[config.mk]
export PLATFORM = sky130hd
export DESIGN_NAME = spi_flash_responder
export DESIGN_NICKNAME = d
export VERILOG_FILES = /design/src/rtl/spi_flash_responder.sv
export SDC_FILE = /design/constraint.sdc
export NUM_CORES = 2
export LEC_CHECK = 0
export BUFFER_PORTS_ARGS = -buffer_cell sky130_fd_sc_hd__buf_2
export CORE_MARGIN = 1
export CORE_UTILIZATION = 57
export CTS_CLUSTER_SIZE = 8
export DETAILED_ROUTE_END_ITERATION = 10
export PLACE_DENSITY_LB_ADDON = 0.3
export SYNTH_ARGS = -nofsm -noshare
export SYNTH_HDL_FRONTEND = slang
export SYNTH_SLANG_ARGS = --single-unit
[constraint.sdc]
create_clock -name i_clk -period 3.42 [get_ports i_clk]
set_input_delay 0.171 -clock i_clk [delete_from_list [all_inputs] [get_ports i_clk]]
set_output_delay 0.171 -clock i_clk [all_outputs]
set_load 0.01 [all_outputs]
[src/rtl/spi_flash_responder.sv]
// SPI mode-0 target emulating the read side of a W25Q16 serial flash.
// Answers JEDEC-ID (0x9F), read-status (0x05) and read-data (0x03) out of a
// small internal byte memory that a system-side load port fills.
// All SPI pins are oversampled in the clk domain through 2-flop synchronizers.
`timescale 1ns / 1ps

module spi_flash_responder #(
  parameter int unsigned DEPTH  = 256,
  parameter int unsigned AW     = 8,
  parameter logic [7:0]  STATUS = 8'h00
) (
  input  logic          i_clk,
  input  logic          i_rst,
  input  logic          i_spi_clk,
  input  logic          i_cs,
  input  logic          i_spi_mosi,
  output logic          o_spi_miso,
  input  logic          i_ld_en,
  input  logic [AW-1:0] i_ld_addr,
  input  logic [7:0]    i_ld_data,
  output logic          o_cmd_valid,
  output logic [7:0]    o_cmd_code,
  output logic          o_busy
);

  typedef enum logic [2:0] {
    StIdle,
    StCmd,
    StAddr,
    StData,
    StId,
    StStat,
    StIgnore
  } state_e;

  // Synchronizers and edge-detect history
  logic [1:0] r_sclk_sync;
  logic [1:0] r_cs_sync;
  logic [1:0] r_mosi_sync;
  logic       r_sclk_prev;
  logic       r_cs_prev;

  logic w_sclk;
  logic w_cs;
  logic w_mosi;
  logic w_rise;
  logic w_fall;
  logic w_cs_fall;
  logic w_cs_rise;

  // Protocol state
  state_e        r_state;
  state_e        w_state_next;
  logic [4:0]    r_bit_cnt;
  logic [4:0]    w_bit_cnt_next;
  logic [6:0]    r_cmd_shift;
  logic [6:0]    w_cmd_shift_next;
  logic [AW-1:0] r_addr;
  logic [AW-1:0] w_addr_next;
  logic [1:0]    r_id_idx;
  logic [1:0]    w_id_idx_next;
  logic          r_miso;
  logic          w_miso_next;
  logic          r_cmd_valid;
  logic          w_cmd_valid_next;
  logic [7:0]    r_cmd_code;
  logic [7:0]    w_cmd_code_next;
  logic          r_busy;

  logic [7:0]    w_byte;
  logic [7:0]    w_tx_byte;
  logic          w_fetch;
  logic [AW-1:0] w_fetch_addr;

  // Memory
  logic [7:0] r_mem [DEPTH];
  logic [7:0] r_mem_rdata;

  // Bring SPI pins into the clk domain and keep one cycle of history for edges
  always_ff @(posedge i_clk or posedge i_rst) begin
    if (i_rst) begin
      r_sclk_sync <= 2'b00;
      r_cs_sync   <= 2'b11;
      r_mosi_sync <= 2'b00;
      r_sclk_prev <= 1'b0;
      r_cs_prev   <= 1'b1;
    end else begin
      r_sclk_sync <= {r_sclk_sync[0], i_spi_clk};
      r_cs_sync   <= {r_cs_sync[0], i_cs};
      r_mosi_sync <= {r_mosi_sync[0], i_spi_mosi};
      r_sclk_prev <= r_sclk_sync[1];
      r_cs_prev   <= r_cs_sync[1];
    end
  end

  assign w_sclk    = r_sclk_sync[1];
  assign w_cs      = r_cs_sync[1];
  assign w_mosi    = r_mosi_sync[1];
  assign w_rise    = w_sclk & ~r_sclk_prev;
  assign w_fall    = ~w_sclk & r_sclk_prev;
  assign w_cs_fall = r_cs_prev & ~w_cs;
  assign w_cs_rise = ~r_cs_prev & w_cs;

  // State and datapath registers
  always_ff @(posedge i_clk or posedge i_rst) begin
    if (i_rst) begin
      r_state     <= StIdle;
      r_bit_cnt   <= 5'd0;
      r_cmd_shift <= 7'd0;
      r_addr      <= '0;
      r_id_idx    <= 2'd0;
      r_miso      <= 1'b0;
      r_cmd_valid <= 1'b0;
      r_cmd_code  <= 8'h00;
      r_busy      <= 1'b0;
    end else begin
      r_state     <= w_state_next;
      r_bit_cnt   <= w_bit_cnt_next;
      r_cmd_shift <= w_cmd_shift_next;
      r_addr      <= w_addr_next;
      r_id_idx    <= w_id_idx_next;
      r_miso      <= w_miso_next;
      r_cmd_valid <= w_cmd_valid_next;
      r_cmd_code  <= w_cmd_code_next;
      r_busy      <= ~w_cs;
    end
  end

  // Select the byte currently being shifted out
  always_comb begin
    w_tx_byte = 8'h00;
    unique case (r_state)
      StData: w_tx_byte = r_mem_rdata;
      StStat: w_tx_byte = STATUS;
      StId: begin
        unique case (r_id_idx)
          2'd0:    w_tx_byte = 8'hEF;
          2'd1:    w_tx_byte = 8'h40;
          default: w_tx_byte = 8'h15;
        endcase
      end
      default: w_tx_byte = 8'h00;
    endcase
  end

  // Next-state logic: command decode, address capture, serial output
  always_comb begin
    w_state_next     = r_state;
    w_bit_cnt_next   = r_bit_cnt;
    w_cmd_shift_next = r_cmd_shift;
    w_addr_next      = r_addr;
    w_id_idx_next    = r_id_idx;
    w_miso_next      = r_miso;
    w_cmd_valid_next = 1'b0;
    w_cmd_code_next  = r_cmd_code;
    w_byte           = {r_cmd_shift, w_mosi};
    w_fetch          = 1'b0;
    w_fetch_addr     = r_addr;

    if (w_cs_rise) begin
      // Deselect aborts everything, including a partially shifted command
      w_state_next     = StIdle;
      w_bit_cnt_next   = 5'd0;
      w_cmd_shift_next = 7'd0;
      w_id_idx_next    = 2'd0;
      w_miso_next      = 1'b0;
    end else begin
      unique case (r_state)
        StIdle: begin
          w_miso_next = 1'b0;
          if (w_cs_fall) begin
            w_state_next   = StCmd;
            w_bit_cnt_next = 5'd0;
          end
        end

        StCmd: begin
          if (w_rise) begin
            w_cmd_shift_next = w_byte[6:0];
            w_bit_cnt_next   = r_bit_cnt + 5'd1;
            if (r_bit_cnt == 5'd7) begin
              w_bit_cnt_next   = 5'd0;
              w_cmd_valid_next = 1'b1;
              w_cmd_code_next  = w_byte;
              w_id_idx_next    = 2'd0;
              unique case (w_byte)
                8'h03:   w_state_next = StAddr;
                8'h9F:   w_state_next = StId;
                8'h05:   w_state_next = StStat;
                default: w_state_next = StIgnore;
              endcase
            end
          end
        end

        StAddr: begin
          if (w_rise) begin
            // Only the low AW bits survive the 24-bit shift
            w_addr_next    = {r_addr[AW-2:0], w_mosi};
            w_bit_cnt_next = r_bit_cnt + 5'd1;
            if (r_bit_cnt == 5'd23) begin
              w_bit_cnt_next = 5'd0;
              w_fetch        = 1'b1;
              w_fetch_addr   = w_addr_next;
              w_state_next   = StData;
            end
          end
        end

        StData, StId, StStat: begin
          if (w_fall) begin
            w_miso_next    = w_tx_byte[3'd7 - r_bit_cnt[2:0]];
            w_bit_cnt_next = r_bit_cnt + 5'd1;
            if (r_bit_cnt == 5'd7) begin
              w_bit_cnt_next = 5'd0;
              if (r_state == StData) begin
                // Prefetch the next byte; address wraps modulo DEPTH
                w_addr_next  = r_addr + {{(AW - 1) {1'b0}}, 1'b1};
                w_fetch      = 1'b1;
                w_fetch_addr = w_addr_next;
              end else if (r_state == StId) begin
                w_id_idx_next = (r_id_idx == 2'd2) ? 2'd0 : r_id_idx + 2'd1;
              end
            end
          end
        end

        StIgnore: w_miso_next = 1'b0;

        default: w_state_next = StIdle;
      endcase
    end
  end

  // Load port write and registered fetch; a same-cycle collision reads old data
  always_ff @(posedge i_clk) begin
    if (i_ld_en) begin
      r_mem[i_ld_addr] <= i_ld_data;
    end
    if (w_fetch) begin
      r_mem_rdata <= r_mem[w_fetch_addr];
    end
  end

  assign o_spi_miso  = r_miso;
  assign o_cmd_valid = r_cmd_valid;
  assign o_cmd_code  = r_cmd_code;
  assign o_busy      = r_busy;

endmodule

======== Word level (Yosys, flattened, before mapping) ========
Memory sizes are Yosys's and may differ from the RTL's. A register that Yosys moved wholly into a read port is not among the register bits.
Cells that the tools add are included.
storage, ports and cells
  input port bits ......................... 22
  output and inout port bits .............. 11
  RAM bits ................................ 2,048
  memories kept ........................... 1
  word-level logic and storage cells ...... 128
  register bits ........................... 44
operators by class
  eq/ne operators ......................... 24
  multiplexer cells ....................... 57
  order comparisons ....................... 1
  bitwise gates (word level) .............. 9
  add/sub/neg operators ................... 4
  reduce and logical (&&, ||, !) cells .... 18
memory list
  name   depth  bits a word  read ports  clocked after memory_dff  wr ports  line  text
  r_mem  256    8            1           1                         1         76    logic [7:0] r_mem [DEPTH];
operators with widths
  operator                                             number
  case mux 8 bit (2 select lines)                      4
  2-to-1 mux 8 bit                                     7
  2-to-1 mux 5 bit                                     7
  inequality test 3 bit, second input constant         9
  2-to-1 mux 7 bit                                     3
  case mux 5 bit (4 select lines)                      1
  2-to-1 mux 3 bit                                     6
  2-to-1 mux 2 bit                                     8
  2-to-1 mux 1 bit                                     15
  case mux 3 bit (4 select lines)                      1
  equality test 3 bit, second input constant           3
  case mux 3 bit (3 select lines)                      1
  adder 8 x 1 -> 8 bit, second input constant          1
  equality test 8 x 2 -> 1 bit, second input constant  1
  equality test 8 x 3 -> 1 bit, second input constant  1
  equality test 8 bit, second input constant           1
  AND reduction 7 bit                                  1
  equality test 3 x 2 -> 1 bit, second input constant  2
  AND reduction 6 bit                                  1
  nonzero test 2 bit                                   3
  nonzero test 3 bit                                   2
  adder 5 x 1 -> 5 bit, second input constant          1
  equality test 5 x 3 -> 1 bit, second input constant  1
  equality test 5 bit, second input constant           1
  other kinds (23)                                     32

======== Depth between registers and ports, before layout ========
  depth in word-level cells ............... 8
  mapped depth ............................ 17
  depth with buffers taken out ............ 13

======== Least setup slack after synthesis ========
No wires, ideal clock.
  path kind ............................... register to register
  from .................................... register r_bit_cnt[0]
  to ...................................... register r_mem_rdata[6], read port of r_mem (data pin)
  data required time ...................... 3.153 ns
  library setup time ...................... 0.267 ns
  slack ................................... -0.010 ns
  cell stages (with the launch flop) ...... 16
  arrival ................................. 3.163 ns
  buffers on the path ..................... 4
  period minus slack after synthesis ...... 3.430 ns
  path through ............................ dfrtp_1 ha_1 nand4bb_1 clkbuf_1 o31a_1 o32ai_2 nand2_1 buf_4 buf_4 buf_2 a2111oi_1 nor4_1 a21oi_1 o2111ai_1 nor4b_2 o22ai_1
on the way
  cells in the longest elaborated chain, start to end .. 5
  elaborated cells on any way between the ends .. 14
  those cells by class .................... 2 x eq/ne; 12 x mux
RTL lines
  item                                                                                       line      text
  start: declaration                                                                         54        logic [4:0] r_bit_cnt;
  start signal: assignment                                                                   118       r_bit_cnt <= w_bit_cnt_next;
  equality test 5 x 3 -> 1 bit / equality test 5 bit (equally long branches)                 214, 201
  2-to-1 mux 8 bit (tied with other cells)                                                   214       if (r_bit_cnt == 5'd7) begin
  2-to-1 mux 8 bit (tied with other cells)                                                   211       if (w_fall) begin
  case mux 8 bit (2 select lines) / case mux 1 bit (2 select lines) (equally long branches)  168       unique case (r_state)
  2-to-1 mux 8 bit / 2-to-1 mux 1 bit (equally long branches)                                160       if (w_cs_rise) begin
  end: declaration                                                                           77        logic [7:0] r_mem_rdata;
Parallel ways exist; a longest one is shown, timed or not.
A chain may end at the register's enable or synchronous reset.

======== Worst setup path in the final report ========
  from .................................... register r_cs_prev
  to ...................................... register r_mem_rdata[2], read port of r_mem (data pin)
on the way
  cells in the longest elaborated chain, start to end .. 3
  elaborated cells on any way between the ends .. 4
  those cells by class .................... 2 x mux; 2 x bitwise
RTL lines
  item                                                         line  text
  start: declaration                                           41    logic r_cs_prev;
  start signal: assignment                                     92    r_cs_prev <= r_cs_sync[1];
  NOT 1 bit *                                                  102   assign w_cs_rise = ~r_cs_prev & w_cs;
  AND 1 bit *                                                  102
  2-to-1 mux 8 bit / 2-to-1 mux 1 bit (equally long branches)  160
Every way passes the cells marked *; elsewhere a longest branch is shown, timed or not.

==> impl_metrics.ini <==
[run_status]
status = finished with violations
violations = negative setup slack

[floorplanning]
initial_core_util_pct = 57.7
core_area_mm2 = 0.148
die_area_mm2 = 0.152
die_y_um = 390
die_x_um = 390
io_pins = 33
rows = 141

[drt]
top_layer = met5
drc_errors = 0
drt_iter0_drc = 10400
drt-total-wl_um = 295000
avgViaCountPerCell = 6.71
firstDrtPassIters = 7
wirelength_met1_um = 99500
wl_met3_um = 44700
via_count = 64400
ant_nets = 0
avgRoutedWirePerCell_um = 30.7
wl_met2_um = 130000

[setup_path]
crit_fanout = 7
worst-setup-path-type = flop to flop
cp.arrival_ns = 4.85
slowest_delay_ns = 0.52
cp-end-kind = flop
worstSetupPathDepth = 22
slowest_stage = dfstp_2
path_cells = inv_2 > ha_4 > or2_4 > nor4_4 > buf_4 > o32ai_4 > buf_12 > buf_8 > nand2_8 > buf_12 > buf_6 > buf_16 > buf_12 > buf_6 > buf_4 > nand2_1 > a311oi_1 > a31oi_1 > a21oi_1 > and3_1 > nand4b_1 > o31ai_1
required_ns = 4.15
critical_path.most_common_cell = buf_12
crit_family = buffers and inverters
crit_buf_inv = 10
r2r_cells = 22
start_kind = flop

[run]
drv_cap = 0

[logic_synthesis]
yosysWarningCount = 0
ys_async_sr_fraction_pct = 2.10
synthCells = 6563
post_synth_num_cell_types = 87
synth_area_mm2 = 0.0856
synth_seq_area_share_pct = 73.4
syn_nets = 6588
synth_seq_cells = 2100
synth_area_per_cell_um2 = 13.0
synth_ff_type = edfxtp_1
synth_edf_count = 2056

[clock_tree]
clk_latency_ns = 0.91
cts_tree = done
cts_max_level = 5
cts_made_buffers = 313
root_buffer = clkbuf_16
cts_max_path_buffers = 4
clock_sinks = 2100
clk_pin_slew_ns = 0.05

[final_layout]
area_growth_pct = 25.9
final_cell_mix = edfxtp_1, nand2_1, buf_4
final_net_count = 7589
fill_cells = 8844
stdcell_count = 9602
layout-drive-gt1-share_pct = 23.8
postLayoutCoreUtil_pct = 72.6
final_common_cell = edfxtp_1
design_area_mm2 = 0.108

[timing]
fin_ws_ns = -0.699
fin_crit_sh_pct = 120
fin_worst_skew_ns = 0.0665
tns_ns = -4.92
period_minus_slack_ns = 4.12
finalHoldViolCount = 0
slew_headroom_pct = 21.6
clock.fmax_mhz = 243
rsz0062_at_grt = true
worstMarginPinSlew_ns = 1.18
slew_viol_final = 0
setup-violations-final = 8
whs_ns = 0.106

[placement]
routabilityCongestion = 0.991
place_inst = 9052
place_hpwl_um = 177000
dp_slack_ns = -1.27
port_buffers = 32
placed_cell_area_mm2 = 0.0943

[global_routing]
grt_usage_pct = 38.1
grt_pass1_vias = 61800
grt_antenna_before_repair = 19
grt_pass1_wl_um = 419000
grt.overflow.total = 0
grt_max_degree = 131

[power]
total_power_mw = 108
p_int_mw = 66.3
pwr-share-clk_pct = 24.8
p_switching_mw = 41.3
p_sw_share_pct = 38.4
power_density_mw_per_mm2 = 998
p_comb_share_pct = 48.6
power_frac_seq_pct = 26.6
ir_drop_v = 0.000642
p_leak_nw = 38.8

[worst_hold_path]
min_path_type = primary input to flop
whs_path_depth = 1
-- routing by layer --
layer / vias up / GRT usage [%]
li1: 26400 / -
met1: 31200 / 49.2
met2: 5682 / 56.0
met3: 1179 / 12.4
met4: 24 / 24.2
met5: - / 0
-- power groups by stage --
stage | Combinational (mW) | Clock (mW) | Sequential, mW
after CTS | 47.7 | 26.6 | 28.6
after global placement | 39.4 | 0 | 29.1
after floorplan | 20.1 | 0 | 29.0
final | 52.3 | 26.7 | 28.6
after detailed placement | 40.0 | 0 | 29.1
after global routing | 53.6 | 27.6 | 28.6
-- sequential cells by signal, indices dropped and copies added (netlist names), 2 cells and up --
name	cells
r_mem	2048
o_cmd_code	8
r_addr	8
r_mem_rdata	8
r_cmd_shift	7
r_bit_cnt	5
r_state	3
r_cs_sync	2
r_id_idx	2
r_mosi_sync	2
r_sclk_sync	2
-- worst paths after layout --
| kind | from | end | slack [ns] |
|---|---|---|---|
| setup / recovery | r_cs_prev | r_mem_rdata[2] | -0.70 |
| hold / removal | i_ld_data[4] | r_mem[242][4] | 0.11 |
| setup reg to reg | r_cs_prev | r_mem_rdata[2] | -0.70 |
| hold reg to reg | r_cs_sync[0] | r_cs_sync[1] | 0.35 |
| max in group asynchronous | i_rst | r_state[1] | 2.44 |
| min in group asynchronous | i_rst | o_cmd_code[3] | 0.52 |
-- worst register-to-register path, cell delays in order, from the launching register on --
cell and delay, ns:
dfstp_2 0.52, inv_2 0.04, ha_4 0.18, or2_4 0.25, nor4_4 0.27, buf_4 0.16, o32ai_4 0.09, buf_12 0.17
buf_8 0.14, nand2_8 0.08, buf_12 0.13, buf_6 0.12, buf_16 0.13, buf_12 0.13, buf_6 0.10, buf_4 0.11
nand2_1 0.07, a311oi_1 0.46, a31oi_1 0.15, a21oi_1 0.16, and3_1 0.29, nand4b_1 0.13, o31ai_1 0.09
-- layout make-up --
type / count / area [µm²] / area share (%)
Sequential cell: 2100 / 62800 / 58.3
Multi-Input combinational cell: 3966 / 22500 / 20.9
Timing Repair Buffer: 1159 / 11700 / 10.8
Clock buffer: 336 / 8050 / 7.47
Tap cell: 2002 / 2500 / 2.32
Inverter: 24 / 90.1 / 0.0836
Clock inverter: 7 / 81.3 / 0.0755
Antenna cell: 8 / 20.0 / 0.0186
-- synth_stat cells, types with 6 or more instances --
library cell / instances / area share (%)
nor3_1: 12 / 0.070
or3_1: 7 / 0.051
o211ai_1: 13 / 0.11
o2111ai_1: 24 / 0.25
a311o_1: 8 / 0.094
buf_2: 287 / 1.7
nor2_1: 291 / 1.3
nand2_1: 1701 / 7.5
a32oi_1: 17 / 0.17
mux2i_1: 106 / 1.2
buf_4: 39 / 0.34
clkbuf_1: 121 / 0.53
nand3_1: 681 / 4.0
dfrtp_1: 41 / 1.2
o31ai_1: 9 / 0.079
edfxtp_1: 2056 / 72
nand2b_1: 6 / 0.044
o22ai_1: 19 / 0.14
and3_1: 235 / 1.7
mux2_2: 13 / 0.17
a22o_1: 19 / 0.19
o21ai_0: 47 / 0.27
inv_1: 24 / 0.11
a2111oi_0: 12 / 0.12
a311oi_1: 127 / 1.3
a21oi_1: 102 / 0.60
a22oi_1: 21 / 0.18
a31oi_1: 167 / 1.2
nand4_1: 53 / 0.39
buf_1: 16 / 0.070
a211oi_1: 153 / 1.3
nor2b_1: 12 / 0.088
buf_6: 10 / 0.13
nor4_1: 17 / 0.12
-- logic make-up (layout without fill, tap and decap cells) --
group           count (synthesis)  in the layout  share of synthesized area [%]
compound gates                791            791                           6.70
xor+xnor                        2              2                         0.0205
fa+ha+maj                       3              3                         0.0439
buf+inv                       497           1526                           2.86
flops                        2100           2100                           73.4
mux                           120            120                           1.42
other cells                     0              8                              0
simple gates                 3050           3050                           15.5
-- repair_timing --
| item | in CTS | in global routing |
|---|---|---|
| setup buffers | 111 | 51 |
| hold buffers | 20 | 0 |
| pin swaps | 116 | 106 |
| endpoints found under the hold margin | 397 | 0 |
| cloned | 32 | 5 |
| resized for setup | 378 | 202 |
| setup endpoints to repair | 8 | 8 |
No activity file was read; power rests on OpenSTA's default activity.
